**config.mk**
```make
export PLATFORM = sky130hd
export DESIGN_NAME = unix_to_datetime_flat
export DESIGN_NICKNAME = d
export VERILOG_FILES = /design/src/rtl/unix_to_datetime_if.sv /design/src/rtl/unix_to_datetime.sv /design/src/flat_wrapper.sv
export SDC_FILE = /design/constraint.sdc
export NUM_CORES = 1
export LEC_CHECK = 0
export BUFFER_PORTS_ARGS = -buffer_cell sky130_fd_sc_hd__buf_2
export CORE_MARGIN = 5
export CORE_UTILIZATION = 60
export CTS_CLUSTER_SIZE = 8
export DETAILED_ROUTE_END_ITERATION = 6
export PLACE_DENSITY = 0.78
export SLEW_MARGIN = 20
export SYNTH_ARGS = -nofsm -noshare
export SYNTH_HDL_FRONTEND = slang
export SYNTH_SLANG_ARGS = --single-unit
```
**constraint.sdc**
```tcl
create_clock -name clk -period 9.8 [get_ports clk]
set_input_delay 0.49 -clock clk [delete_from_list [all_inputs] [get_ports clk]]
set_output_delay 0.49 -clock clk [all_outputs]
set_load 0.01 [all_outputs]
```
**src/rtl/unix_to_datetime_if.sv**
```systemverilog
// unix_to_datetime_if: start/busy/done bundle between the
// seconds counter, the converter and the display stage.
interface unix_to_datetime_if #(
  parameter int N = 64
);
  logic         start;
  logic [N-1:0] unix_time;
  logic         busy;
  logic         done;
  logic         err;
  logic [11:0]  year;
  logic [3:0]   month;
  logic [4:0]   day;
  logic [4:0]   hour;
  logic [5:0]   minute;
  logic [5:0]   second;
  logic [2:0]   weekday;

  modport master (
    output start, unix_time,
    input  busy, done, err,
    input  year, month, day,
    input  hour, minute, second,
    input  weekday
  );

  modport slave (
    input  start, unix_time,
    output busy, done, err,
    output year, month, day,
    output hour, minute, second,
    output weekday
  );
endinterface

```
**src/rtl/unix_to_datetime.sv**
```systemverilog
// unix_to_datetime: iterative Unix-seconds to UTC calendar
// converter; shift-subtract only, no hardware divider.
module unix_to_datetime #(
  parameter int N = 64
) (
  input logic              clk,
  input logic              reset_n,
  unix_to_datetime_if.slave bus
);

  typedef enum logic [2:0] {
    S_IDLE,
    S_ERR,
    S_DIV,
    S_HOUR,
    S_MIN,
    S_YEAR,
    S_MONTH
  } state_t;

  state_t state_q, state_d;

  logic [31:0] val_q, val_d;
  logic [16:0] rem_q, rem_d;
  logic [4:0]  cnt_q, cnt_d;
  logic [4:0]  h_q, h_d;
  logic [5:0]  m_q, m_d;
  logic [11:0] y_q, y_d;
  logic [3:0]  mo_q, mo_d;
  logic [2:0]  wd_q, wd_d;

  logic [11:0] year_q, year_d;
  logic [3:0]  month_q, month_d;
  logic [4:0]  day_q, day_d;
  logic [4:0]  hour_q, hour_d;
  logic [5:0]  minute_q, minute_d;
  logic [5:0]  second_q, second_d;
  logic [2:0]  weekday_q, weekday_d;
  logic        err_q, err_d;
  logic        done_q, done_d;

  logic        hi_nz;
  logic        accept;
  logic [17:0] trial;
  logic        div_ge;
  logic [16:0] trial_sub;
  logic [16:0] days;
  logic        leap;
  logic [16:0] ylen;
  logic        ge_y;
  logic [4:0]  mlen;
  logic        ge_mo;
  logic [1:0]  mlen_m7;
  logic        ge_hr;
  logic        ge_mn;

  function automatic logic [2:0] mod7(
    input logic [5:0] v
  );
    logic [5:0] r;
    r = v;
    for (int i = 0; i < 5; i++) begin
      if (r >= 6'd7) r = r - 6'd7;
    end
    return r[2:0];
  endfunction

  // Out-of-range detect on the upper input bits
  if (N > 32) begin : g_hi
    assign hi_nz = |bus.unix_time[N-1:32];
  end else begin : g_nohi
    assign hi_nz = 1'b0;
  end

  // Shared compares and calendar lookups
  always_comb begin
    accept    = bus.start && !done_q;
    trial     = {rem_q, val_q[31]};
    div_ge    = trial >= 18'd86400;
    trial_sub = 17'(trial - 18'd86400);
    days      = val_q[16:0];
    leap      = (y_q[1:0] == 2'd0) &&
                (y_q != 12'd2100);
    ylen      = leap ? 17'd366 : 17'd365;
    ge_y      = days >= ylen;
    unique case (mo_q)
      4'd2:    mlen = leap ? 5'd29 : 5'd28;
      4'd4,
      4'd6,
      4'd9,
      4'd11:   mlen = 5'd30;
      default: mlen = 5'd31;
    endcase
    // 28..31 mod 7 is simply mlen-28
    mlen_m7   = 2'(mlen - 5'd28);
    ge_mo     = days >= {12'd0, mlen};
    ge_hr     = rem_q >= 17'd3600;
    ge_mn     = rem_q >= 17'd60;
  end

  // Next state
  always_comb begin
    state_d = state_q;
    unique case (state_q)
      S_IDLE:
        if (accept)
          state_d = hi_nz ? S_ERR : S_DIV;
      S_ERR:
        state_d = S_IDLE;
      S_DIV:
        if (cnt_q == 5'd31)
          state_d = S_HOUR;
      S_HOUR:
        if (!ge_hr) state_d = S_MIN;
      S_MIN:
        if (!ge_mn) state_d = S_YEAR;
      S_YEAR:
        if (!ge_y) state_d = S_MONTH;
      S_MONTH:
        if (!ge_mo) state_d = S_IDLE;
      default:
        state_d = S_IDLE;
    endcase
  end

  // Datapath and result registers next values
  always_comb begin
    val_d     = val_q;
    rem_d     = rem_q;
    cnt_d     = cnt_q;
    h_d       = h_q;
    m_d       = m_q;
    y_d       = y_q;
    mo_d      = mo_q;
    wd_d      = wd_q;
    year_d    = year_q;
    month_d   = month_q;
    day_d     = day_q;
    hour_d    = hour_q;
    minute_d  = minute_q;
    second_d  = second_q;
    weekday_d = weekday_q;
    err_d     = err_q;
    done_d    = 1'b0;
    unique case (state_q)
      S_IDLE: begin
        if (accept) begin
          val_d = bus.unix_time[31:0];
          rem_d = '0;
          cnt_d = '0;
          h_d   = '0;
          m_d   = '0;
          y_d   = 12'd1970;
          mo_d  = 4'd1;
          wd_d  = 3'd4;
        end
      end
      S_ERR: begin
        err_d  = 1'b1;
        done_d = 1'b1;
      end
      S_DIV: begin
        rem_d = div_ge ? trial_sub
                       : trial[16:0];
        val_d = {val_q[30:0], div_ge};
        cnt_d = cnt_q + 5'd1;
      end
      S_HOUR: begin
        if (ge_hr) begin
          rem_d = rem_q - 17'd3600;
          h_d   = h_q + 5'd1;
        end
      end
      S_MIN: begin
        if (ge_mn) begin
          rem_d = rem_q - 17'd60;
          m_d   = m_q + 6'd1;
        end
      end
      S_YEAR: begin
        if (ge_y) begin
          val_d = {15'd0, days - ylen};
          y_d   = y_q + 12'd1;
          wd_d  = mod7({3'd0, wd_q} +
                  (leap ? 6'd2 : 6'd1));
        end
      end
      S_MONTH: begin
        if (ge_mo) begin
          val_d = {15'd0,
                   days - {12'd0, mlen}};
          mo_d  = mo_q + 4'd1;
          wd_d  = mod7({3'd0, wd_q} +
                       {4'd0, mlen_m7});
        end else begin
          year_d    = y_q;
          month_d   = mo_q;
          day_d     = days[4:0] + 5'd1;
          hour_d    = h_q;
          minute_d  = m_q;
          second_d  = rem_q[5:0];
          weekday_d = mod7({3'd0, wd_q} +
                           {1'b0, days[4:0]});
          err_d     = 1'b0;
          done_d    = 1'b1;
        end
      end
      default: ;
    endcase
  end

  // State register
  always_ff @(posedge clk or negedge reset_n) begin
    if (!reset_n) state_q <= S_IDLE;
    else          state_q <= state_d;
  end

  // Datapath and result registers
  always_ff @(posedge clk or negedge reset_n) begin
    if (!reset_n) begin
      val_q     <= '0;
      rem_q     <= '0;
      cnt_q     <= '0;
      h_q       <= '0;
      m_q       <= '0;
      y_q       <= 12'd1970;
      mo_q      <= 4'd1;
      wd_q      <= 3'd4;
      year_q    <= 12'd1970;
      month_q   <= 4'd1;
      day_q     <= 5'd1;
      hour_q    <= '0;
      minute_q  <= '0;
      second_q  <= '0;
      weekday_q <= 3'd4;
      err_q     <= 1'b0;
      done_q    <= 1'b0;
    end else begin
      val_q     <= val_d;
      rem_q     <= rem_d;
      cnt_q     <= cnt_d;
      h_q       <= h_d;
      m_q       <= m_d;
      y_q       <= y_d;
      mo_q      <= mo_d;
      wd_q      <= wd_d;
      year_q    <= year_d;
      month_q   <= month_d;
      day_q     <= day_d;
      hour_q    <= hour_d;
      minute_q  <= minute_d;
      second_q  <= second_d;
      weekday_q <= weekday_d;
      err_q     <= err_d;
      done_q    <= done_d;
    end
  end

  // Outputs
  assign bus.busy    = (state_q != S_IDLE);
  assign bus.done    = done_q;
  assign bus.err     = err_q;
  assign bus.year    = year_q;
  assign bus.month   = month_q;
  assign bus.day     = day_q;
  assign bus.hour    = hour_q;
  assign bus.minute  = minute_q;
  assign bus.second  = second_q;
  assign bus.weekday = weekday_q;

endmodule
```
**src/flat_wrapper.sv**
```systemverilog
// flat-port wrapper written by rule: the top's interface ports become plain ports
module unix_to_datetime_flat 
#(
  parameter int N = 64
)
  (clk, reset_n, bus_start, bus_unix_time, bus_busy, bus_done, bus_err, bus_year, bus_month, bus_day, bus_hour, bus_minute, bus_second, bus_weekday);
  unix_to_datetime_if #(.N(N)) bus_i ();
  input logic clk;
  input logic reset_n;
  input wire logic [$bits(bus_i.start)-1:0] bus_start;
  input wire logic [$bits(bus_i.unix_time)-1:0] bus_unix_time;
  output wire logic [$bits(bus_i.busy)-1:0] bus_busy;
  output wire logic [$bits(bus_i.done)-1:0] bus_done;
  output wire logic [$bits(bus_i.err)-1:0] bus_err;
  output wire logic [$bits(bus_i.year)-1:0] bus_year;
  output wire logic [$bits(bus_i.month)-1:0] bus_month;
  output wire logic [$bits(bus_i.day)-1:0] bus_day;
  output wire logic [$bits(bus_i.hour)-1:0] bus_hour;
  output wire logic [$bits(bus_i.minute)-1:0] bus_minute;
  output wire logic [$bits(bus_i.second)-1:0] bus_second;
  output wire logic [$bits(bus_i.weekday)-1:0] bus_weekday;
  assign bus_i.start = bus_start;
  assign bus_i.unix_time = bus_unix_time;
  assign bus_busy = bus_i.busy;
  assign bus_done = bus_i.done;
  assign bus_err = bus_i.err;
  assign bus_year = bus_i.year;
  assign bus_month = bus_i.month;
  assign bus_day = bus_i.day;
  assign bus_hour = bus_i.hour;
  assign bus_minute = bus_i.minute;
  assign bus_second = bus_i.second;
  assign bus_weekday = bus_i.weekday;
  unix_to_datetime #(.N(N)) u_core (.clk(clk), .reset_n(reset_n), .bus(bus_i));
endmodule
```
==> results.json <==
{
  "status": "finished, final reports clean",
  "antennaDiodeCount": 0,
  "avgSynthCellArea_sq_um": 7.98,
  "swShare_pct": 48.7,
  "synth_top_area_share_pct": 27.2,
  "post_cts_buffers": 0,
  "io_pins": 111,
  "endpoint_kind": "flop",
  "slew_headroom_pct": 30.5,
  "ant_nets": 0,
  "yosys_warnings": 0,
  "first_global_vias": 9411,
  "start_kind": "flop",
  "cp_data_required_time_ns": 10.10,
  "final_layout_size_suffix_gt1_share_pct": 16.5,
  "dieArea_sq_um": 19700,
  "fill_cells": 1364,
  "root_buffer": "clkbuf_16",
  "finalSetupTns_ns": 0,
  "cts_buffers": 17,
  "drt_iter0_drc": 1127,
  "ctsHoldBuffers": 0,
  "die_h_um": 140,
  "max-vdd-ir-drop_mv": 0.653,
  "grt_usage_pct": 27.6,
  "vias_per_cell": 6.29,
  "overflow": 0,
  "worstSetupPathType": "flop to flop",
  "final_nets": 1458,
  "clock_skew_ns": 0.0106,
  "grt_max_degree": 74,
  "antenna_found_initial": 0,
  "drt-total-wl_um": 27300,
  "rows": 47,
  "gp_congestion": 0.955,
  "ys_seq_elements": 130,
  "synth_flop_cell": "dfrtp_1",
  "dr.pass1.iters": 6,
  "die_w_um": 140,
  "power_switching_uw": 1740,
  "cts_max_level": 4,
  "power.internal_uw": 1830,
  "dp_hpwl_um": 19000,
  "io_buffers": 110,
  "wl_per_cell_um": 17.3,
  "drc": 0,
  "synthToLayoutAreaGrowth_pct": 11.4,
  "preCtsSetupSlack_ns": 1.48,
  "synthCells": 1280,
  "synthArstFlopShare_pct": 100,
  "clkPwrFrac_pct": 17.4,
  "period_share_pct": 83.0,
  "max_cap_violations": 0,
  "rsz0062_at_grt": "no",
  "clk_path_buf_depth": 2,
  "netlist_area_sq_um": 10200,
  "worst_pin_slew_ns": 1.04,
  "powerDensity_nw_per_um2": 314,
  "path_clk_slew_ns": 0.07,
  "synth_cell_types": 95,
  "hold_violations": 0,
  "critPathArrivalTime_ns": 8.43,
  "p_leak_uw": 0.00509,
  "layout_commonest_cell": "nand2_1",
  "seqPwrFrac_pct": 22.3,
  "vias": 9919,
  "tritoncts": "yes",
  "placeableCoreArea_sq_um": 16600,
  "synth_fp_nets": 1395,
  "grt_pass1_wl_um": 45900,
  "fin_ws_ns": 1.67,
  "min_period_ns": 8.13,
  "critical-path-max-stage-delay_ns": 0.70,
  "synth_edf_count": 0,
  "fmax_mhz": 123,
  "crit_path_top_delay_cell": "or4b_2",
  "initial_core_util_pct": 61.3,
  "clk_latency_ns": 0.43,
  "synth-seq-area-share_pct": 32.1,
  "synth_area_leaders": "dfrtp_1 27%, nand2_1 7.7%, ha_1 5.3%",
  "final_cell_mix": "209 x nand2_1, 111 x dfrtp_1, 109 x buf_2",
  "post_cts_resized": 0,
  "setup_viol": 0,
  "path_max_fanout": 14,
  "drv_slew": 0,
  "cts.sinks": 130,
  "hp-class": "primary input to asynchronous set/reset pin",
  "combPwrFrac_pct": 60.3,
  "yosys.area.top_type": "dfrtp_1"
}
==> power by group through the flow <==
stage          clock, uW  combinational [uW]  sequential (uW)
2_1_floorplan          0                1810              700
3_3_place_gp           0                2060              798
3_5_place_dp           0                2110              800
4_1_cts              625                2120              791
5_1_grt              655                2380              818
6_report             622                2150              798
==> worst max-delay path: cells and delay by family (launching register included) <==
family	cells	cell delay (ns)
AOI/OAI and AO/OA	9	2.47
xor gates and xnor gates	2	0.45
buffers and inverters	3	0.19
adders and majority gates	7	1.91
DFF	1	0.42
muxes	4	1.21
and+or+nand+nor	8	1.34
==> flip-flops by register name, summed over array words and instances (netlist names) <==
signal	flops
u_core.bus.done	1
u_core.bus.day	5
u_core.y_q	12
u_core.cnt_q	5
u_core.rem_q	17
u_core.bus.minute	6
u_core.bus.weekday	3
u_core.wd_q	3
u_core.m_q	6
u_core.mo_q	4
u_core.h_q	5
u_core.val_q	32
u_core.bus.year	12
u_core.bus.err	1
u_core.bus.hour	5
u_core.state_q	3
u_core.bus.second	6
u_core.bus.month	4
==> cell families after synthesis <==
| family | Yosys count | share of synthesized area, % |
|---|---|---|
| xor+xnor | 57 | 5.04 |
| flops | 130 | 32.1 |
| simple gates | 510 | 23.6 |
| fa+ha+maj | 49 | 6.35 |
| buf+inv | 120 | 4.69 |
| compound gates | 389 | 25.5 |
| mux | 25 | 2.75 |
==> cell type report <==
| class | count | area, sq um | share of cell area [%] |
|---|---|---|---|
| multi-input combinational | 1030 | 6460 | 56.8 |
| sequential | 130 | 3280 | 28.8 |
| timing repair buffer | 120 | 632 | 5.55 |
| clock buffer | 18 | 450 | 3.96 |
| tap | 220 | 275 | 2.42 |
| inverter | 44 | 166 | 1.46 |
| clock inverter | 14 | 116 | 1.02 |
==> path summary, 6_finish.rpt <==
kind / startpoint / endpoint / slack (ns) / depth (start not counted)
max in group asynchronous: reset_n / u_core.val_q[3]$_DFFE_PN0P_ / 8.49 / 2
min: reset_n / u_core.bus.year[11]$_DFFE_PN0P_ / 0.07 / 1
min in group clk: bus_unix_time[21] / u_core.val_q[21]$_DFFE_PN0P_ / 0.29 / 3
max reg2reg: u_core.y_q[6]$_DFFE_PN0P_ / u_core.wd_q[1]$_DFFE_PN0P_ / 1.67 / 33
min reg2reg: u_core.bus.year[10]$_DFFE_PN1P_ / u_core.bus.year[10]$_DFFE_PN1P_ / 0.46 / 2
max: u_core.y_q[6]$_DFFE_PN0P_ / u_core.wd_q[1]$_DFFE_PN0P_ / 1.67 / 33
==> layer usage <==
metal	GRT usage, %	vias to the layer above	share of wire [%]	wire, um
met5	0	-	0	0
met4	9.13	0	1.9	512
met3	4.53	53	6.7	1820
met2	43.9	371	46	12700
met1	38.4	4727	45	12300
li1	-	4768	-	-
==> per-stage QoR <==
stage	instance area (sq um)	total power [uW]	utilization (%)	hold slack [ns]	instances
2_1_floorplan	10200	2510	-	0.194	1280
3_3_place_gp	10800	2860	64.9	0.444	1544
3_5_place_dp	10800	2910	64.9	0.451	1544
4_1_cts	11400	3540	68.3	0.0981	1576
5_1_grt	11400	3850	68.4	0.127	1576
6_report	11400	3570	68.4	0.0723	1576
==> Yosys cell counts, drive strengths merged, types with 7 or more instances <==
| cell | number |
|---|---|
| and2 | 15 |
| mux2 | 14 |
| ha | 43 |
| nor4 | 17 |
| nor2b | 16 |
| o221ai | 8 |
| nor3 | 28 |
| o31ai | 9 |
| o2111ai | 8 |
| dfrtp | 111 |
| o22ai | 16 |
| buf | 15 |
| a21o | 10 |
| xnor2 | 33 |
| nand3 | 32 |
| a22o | 7 |
| xor2 | 24 |
| nor2 | 107 |
| a22oi | 17 |
| a211oi | 13 |
| o211ai | 16 |
| o21a | 8 |
| or2 | 10 |
| clkbuf | 61 |
| a21oi | 93 |
| o21ai | 106 |
| and3 | 9 |
| mux2i | 11 |
| a31oi | 9 |
| a211o | 7 |
| nand4 | 14 |
| or3 | 12 |
| dfstp | 19 |
| nand2b | 16 |
| inv | 41 |
| nand2 | 211 |
No activity file was read; power rests on OpenSTA's default activity.
